[config.mk]
export PLATFORM = sky130hd
export DESIGN_NAME = packet_stream_reader
export DESIGN_NICKNAME = d
export VERILOG_FILES = /design/src/rtl/packet_stream_reader.sv
export SDC_FILE = /design/constraint.sdc
export NUM_CORES = 1
export LEC_CHECK = 0
export CAP_MARGIN = 30
export CORE_MARGIN = 2
export CORE_UTILIZATION = 60
export DETAILED_ROUTE_END_ITERATION = 16
export PLACE_DENSITY = 0.88
export SYNTH_ARGS = -nofsm -noshare
export SYNTH_HDL_FRONTEND = slang
export SYNTH_SLANG_ARGS = --single-unit
[constraint.sdc]
create_clock -name clk_i -period 3.6 [get_ports clk_i]
set_input_delay 0.36 -clock clk_i [delete_from_list [all_inputs] [get_ports clk_i]]
set_output_delay 0.36 -clock clk_i [all_outputs]
set_load 0.1 [all_outputs]
[src/rtl/packet_stream_reader.sv]
// Streams completed packets out of a slot buffer, one byte per cycle with
// valid/ready/last, prefetching the next word while the current one drains.
module packet_stream_reader #(
   parameter int data_width_p = 64,
   parameter int els_p        = 2048,
   localparam int bytes_lp             = data_width_p / 8,
   localparam int addr_width_lp        = $clog2(els_p),
   localparam int packet_size_width_lp = $clog2(els_p + 1)
) (
   input  logic                            clk_i,
   input  logic                            reset_i,
   input  logic                            packet_avail_i,
   input  logic [packet_size_width_lp-1:0] packet_rsize_i,
   output logic                            packet_ack_o,
   output logic                            packet_rvalid_o,
   output logic [addr_width_lp-1:0]        packet_raddr_o,
   input  logic [data_width_p-1:0]         packet_rdata_i,
   output logic                            tx_v_o,
   output logic [7:0]                      tx_data_o,
   output logic                            tx_last_o,
   input  logic                            tx_ready_i
);

   localparam int idx_width_lp = $clog2(bytes_lp);
   localparam logic [idx_width_lp-1:0]         last_idx_lp = idx_width_lp'(bytes_lp - 1);
   localparam logic [packet_size_width_lp-1:0] bytes_w_lp  = packet_size_width_lp'(bytes_lp);
   localparam logic [packet_size_width_lp-1:0] one_lp      = packet_size_width_lp'(1);

   typedef enum logic [1:0] {IDLE, LOAD, STREAM, DONE} state_e;

   state_e                            state_r, state_n;
   logic [packet_size_width_lp-1:0]   size_r, sent_r, rd_addr_r;
   logic [idx_width_lp-1:0]           byte_idx_r;
   logic [bytes_lp-1:0][7:0]          cur_r, nxt_r;
   logic                              nxt_v_r, rd_pend_r, wait_r;
   logic                              hs, wrap;

   always_comb begin
      state_n         = state_r;
      packet_ack_o    = 1'b0;
      packet_rvalid_o = 1'b0;
      packet_raddr_o  = '0;
      tx_v_o          = 1'b0;
      tx_data_o       = 8'h00;
      tx_last_o       = 1'b0;
      case (state_r)
         IDLE: begin
            // reset gating keeps the read strobe quiet while the slot is still held
            if (packet_avail_i && !reset_i) begin
               if (packet_rsize_i != '0) begin
                  state_n         = LOAD;
                  packet_rvalid_o = 1'b1;
               end else begin
                  state_n = DONE;
               end
            end
         end
         LOAD: state_n = STREAM;
         STREAM: begin
            tx_v_o    = ~wait_r;
            tx_data_o = cur_r[byte_idx_r];
            tx_last_o = tx_v_o & (sent_r == size_r - one_lp);
            if ((rd_addr_r < size_r) && !rd_pend_r && !nxt_v_r) begin
               packet_rvalid_o = 1'b1;
               packet_raddr_o  = rd_addr_r[addr_width_lp-1:0];
            end
            if (tx_last_o && tx_ready_i)
               state_n = DONE;
         end
         DONE: begin
            packet_ack_o = 1'b1;
            state_n      = IDLE;
         end
         default: state_n = IDLE;
      endcase
   end

   assign hs   = tx_v_o & tx_ready_i;
   assign wrap = hs & ~tx_last_o & (byte_idx_r == last_idx_lp);

   always_ff @(posedge clk_i) begin
      if (reset_i) begin
         state_r    <= IDLE;
         size_r     <= '0;
         sent_r     <= '0;
         rd_addr_r  <= '0;
         byte_idx_r <= '0;
         cur_r      <= '0;
         nxt_r      <= '0;
         nxt_v_r    <= 1'b0;
         rd_pend_r  <= 1'b0;
         wait_r     <= 1'b0;
      end else begin
         state_r   <= state_n;
         rd_pend_r <= (state_r == STREAM) & packet_rvalid_o;
         case (state_r)
            IDLE: begin
               if (state_n == LOAD) begin
                  size_r    <= packet_rsize_i;
                  rd_addr_r <= bytes_w_lp;
               end
            end
            LOAD: begin
               cur_r      <= packet_rdata_i;
               byte_idx_r <= '0;
               sent_r     <= '0;
               nxt_v_r    <= 1'b0;
               wait_r     <= 1'b0;
            end
            STREAM: begin
               if (packet_rvalid_o)
                  rd_addr_r <= rd_addr_r + bytes_w_lp;
               // a returning word lands in cur_r directly when the stream is starved
               if (rd_pend_r && !wrap) begin
                  if (wait_r) begin
                     cur_r  <= packet_rdata_i;
                     wait_r <= 1'b0;
                  end else begin
                     nxt_r   <= packet_rdata_i;
                     nxt_v_r <= 1'b1;
                  end
               end
               if (hs) begin
                  sent_r <= sent_r + one_lp;
                  if (wrap) begin
                     byte_idx_r <= '0;
                     nxt_v_r    <= 1'b0;
                     if (nxt_v_r)        cur_r  <= nxt_r;
                     else if (rd_pend_r) cur_r  <= packet_rdata_i;
                     else                wait_r <= 1'b1;
                  end else if (!tx_last_o) begin
                     byte_idx_r <= byte_idx_r + idx_width_lp'(1);
                  end
               end
            end
            default: ;
         endcase
      end
   end

   assert property (@(posedge clk_i) disable iff (reset_i)
      (state_r == IDLE && state_n == LOAD) |-> (packet_rsize_i <= packet_size_width_lp'(els_p)));
   assert property (@(posedge clk_i) disable iff (reset_i)
      packet_ack_o |-> packet_avail_i);

endmodule

==> results.py <==
metrics = {
    "layout": {
        "antenna_cells": 0,
        "syn_to_final_growth_pct": 15.2,
        "layout.nets": 1585,
        "fin_util": 0.711,
        "drive_gt1_frac": 0.0967,
    },
    "worst_setup_path": {
        "crit_path_end_kind": "output pin",
        "critPathMaxFanout": 35,
        "cp.arrival_ps": 3030,
        "required_ps": 3240,
        "start_kind": "register",
        "cpPeakStageDelay_ps": 420,
        "cp_slowest_cell": "nor2_1",
        "crit_chain": "inv_1 -> ha_1 -> buf_4 -> nand2b_1 -> nor3_1 -> o211ai_1 -> nor2_1 -> a21o_1 -> buf_12",
        "worst-setup-path-type": "register to output pin",
    },
    "timing": {
        "tightest_slew_ps": 1080,
        "rsz0062_at_grt": "false",
        "hold_violations": 0,
        "finalSetupViolations": 0,
        "max_freq_ghz": 0.295,
        "finalCritPeriodShare": 0.941,
        "finalCriticalPeriod_ps": 3390,
        "final-max-slew-violation-count": 0,
        "relSlewSlack": 0.282,
        "fin_skew_ps": 11.5,
        "final.setup.worst_slack_ps": 213,
    },
    "clocking": {
        "cts.clk_slew.worst_paths_ps": 70,
        "htreeDepth": 4,
        "cts_buffers": 17,
        "clock_path_buffers": 2,
        "cts_sinks": 169,
        "cts_tree": "done",
        "clkLatencyLatePin_ps": 440,
        "clockRootBuffer": "clkbuf_16",
    },
    "routing": {
        "num_vias": 12200,
        "drtPass1Iterations": 6,
        "wl_um": 35700,
        "wl_per_cell_um": 20.3,
        "drc_errors": 0,
        "via_per_inst": 6.90,
        "antenna_left": 0,
        "drt_iter0_drc": 1716,
    },
    "yosys": {
        "syn_inst": 1487,
        "yosys.area.top_type": "dfxtp_1",
        "yosysWarnings": 0,
        "syn_area_per_cell_um2": 8.15,
        "synth_edf_count": 0,
        "synthArstFlopShare": 0,
        "syn_area_mm2": 0.0121,
        "synthTopCellsByArea": "dfxtp_1 (28%), mux2i_1 (6.9%), nand2b_1 (6.7%)",
        "ys_seq_elements": 169,
        "ys_types": 62,
        "synth_flop_cell": "dfxtp_1",
        "yosysSeqAreaShare": 0.279,
        "synthDominantCellAreaShare": 0.279,
    },
    "place": {
        "pre_cts_ws_ps": 325,
        "hpwlAfterDp_um": 21600,
        "io_buffer_count": 99,
        "gp_congestion": 0.886,
    },
    "floorplan": {
        "die_area_mm2": 0.0214,
        "start_util": 0.617,
        "std_cell_rows": 51,
        "ios": 103,
        "die_w_um": 146,
        "core_mm2": 0.0197,
        "dieHeight_um": 146,
    },
    "global_route": {
        "grt_util_all_layers": 0.326,
        "gr-total-overflow": 0,
        "gr-usage-met1": 0.424,
        "grt_use_met3": 0.0628,
        "grt_pass1_vias": 11700,
        "grt_max_degree": 120,
        "use_met2": 0.519,
        "busiest_layer": "met2",
        "antenna_found_initial": 1,
        "grt_pass1_wl_um": 58400,
    },
    "run": {
        "drv_cap": 0,
    },
    "power_and_ir_drop": {
        "peakVddDrop_uv": 473,
        "powerDensity_mw_per_mm2": 423,
        "total_leakage_power_uw": 0.00495,
    },
    "worst_hold_path": {
        "hold_class": "register to register",
    },
    "outcome": {
        "outcome": "completed",
    },
}
[worst max-delay path: cells and delay by family, from the launching register on]
family / cells / cell delay (ps)
AOI/OAI and AO/OA: 2 / 490
adders and majority gates: 1 / 180
buffers and inverters: 3 / 730
DFF: 1 / 350
and+or+nand+nor: 3 / 840
[through the flow]
stage          setup TNS (ps)  hold WS, ps  area, um^2  power (uW)  instances
2_1_floorplan            -328          456       12100        3490       1489
3_3_place_gp                0          473       13400        3980       1733
3_5_place_dp                0          483       13400        4040       1733
4_1_cts                     0          490       14000        5860       1764
5_1_grt                     0          514       14000        6150       1764
6_report                    0          492       14000        5900       1764
[layer usage]
| layer | routed length, um | vias to the layer above | part of all wire |
|---|---|---|---|
| li1 | - | 5542 | - |
| met1 | 14200 | 5682 | 0.40 |
| met2 | 16400 | 828 | 0.46 |
| met3 | 3790 | 122 | 0.11 |
| met4 | 1320 | 2 | 0.037 |
| met5 | 34 | - | 0.00095 |
[power breakdown]
| group | switching, uW | leakage [uW] | internal (uW) | total, uW |
|---|---|---|---|---|
| Clock | 794 | 0.000275 | 1040 | 1840 |
| Sequential | 142 | 0.00137 | 1960 | 2100 |
| Combinational | 1200 | 0.00331 | 770 | 1970 |
| Total | 2130 | 0.00495 | 3770 | 5900 |
[layout make-up]
cell class	count	area (um^2)
Tap cell	265	332
Clock buffer	25	505
Timing Repair Buffer	131	1490
Sequential cell	169	3390
Fill cell	1501	5690
Clock inverter	6	63.8
Inverter	23	86.3
Multi-Input combinational cell	1145	8090
[cell usage in the layout, fill, tap and decap left out, types with 10 or more instances in the layout]
cell | netlist | layout
dfxtp_1 | 169 | 166
nor2_1 | 155 | 155
nand2b_1 | 130 | 130
mux2i_1 | 84 | 84
clkdlybuf4s50_1 | 0 | 79
a21oi_1 | 74 | 74
nor3_1 | 72 | 71
nor2b_1 | 52 | 51
a211oi_1 | 42 | 42
a21o_1 | 41 | 41
o21bai_1 | 39 | 39
o21ai_0 | 39 | 39
a2bb2oi_1 | 39 | 39
o41ai_1 | 38 | 38
a21boi_0 | 38 | 38
or3_1 | 35 | 35
nor4_1 | 32 | 32
a2111oi_0 | 27 | 27
a2111oi_2 | 27 | 27
buf_4 | 4 | 27
buf_12 | 0 | 25
nand2_1 | 22 | 21
inv_1 | 23 | 21
ha_1 | 18 | 17
clkbuf_16 | 0 | 17
mux4_2 | 16 | 16
nand4_1 | 15 | 15
nand3_1 | 13 | 12
and2_1 | 11 | 11
a2111oi_1 | 11 | 11
xor2_1 | 10 | 10
[sequential cells by signal (all words and copies together) (netlist names)]
| name | count |
|---|---|
| rd_addr_r | 9 |
| rd_pend_r | 1 |
| size_r | 12 |
| nxt_v_r | 1 |
| wait_r | 1 |
| byte_idx_r | 3 |
| state_r | 2 |
| sent_r | 12 |
| cur_r | 64 |
| nxt_r | 64 |
[path summary, 6_finish.rpt]
check | from | slack, ps | to | cells after the start
worst max-delay path | state_r[0]$_SDFF_PP0_ | 210 | packet_rvalid_o | 9
worst min-delay path | nxt_r[59]$_SDFFE_PP0P_ | 490 | nxt_r[59]$_SDFFE_PP0P_ | 2
worst max register to register | size_r[0]$_SDFFE_PP0P_ | 240 | cur_r[23]$_SDFFE_PP0P_ | 10
worst min register to register | nxt_r[59]$_SDFFE_PP0P_ | 490 | nxt_r[59]$_SDFFE_PP0P_ | 2
[synthesized netlist by cell type, drive strengths merged (3+ instances only)]
master   number
mux2i        84
xor2         10
or4           8
and2         11
a21o         41
nand2        22
or3          35
a311oi        4
a2111oi      65
o21bai       39
buf          25
o21ai        40
nor2b        52
ha           18
nor2        156
a2bb2oi      39
dfxtp       169
or2           4
mux4         16
nand2b      130
nand3        13
a21boi       39
o41ai        38
a21oi        74
a31o          3
a211oi       42
nand4        15
and3          4
nor3         72
xnor2         8
nor4         32
inv          23
clkbuf      127
o31ai         6
[kinds of logic (layout without fill, tap and decap cells)]
| family | count (synthesis) | in the layout | share of synthesized area |
|---|---|---|---|
| simple gates | 561 | 561 | 0.248 |
| compound gates | 444 | 444 | 0.283 |
| buf+inv | 175 | 185 | 0.0580 |
| flops | 169 | 169 | 0.279 |
| mux | 101 | 101 | 0.100 |
| fa+ha+maj | 18 | 18 | 0.0186 |
| xor+xnor | 18 | 18 | 0.0130 |
| other cells | 1 | 3 | 0.000309 |
[repair_timing]
| action | 4_1_cts | 5_1_grt |
|---|---|---|
| setup buffers | 0 | 0 |
| endpoints found under the setup margin | 0 | 1 |
| hold buffers | 0 | 0 |
| resized for setup | 0 | 1 |
No activity file was read; power rests on OpenSTA's default activity.
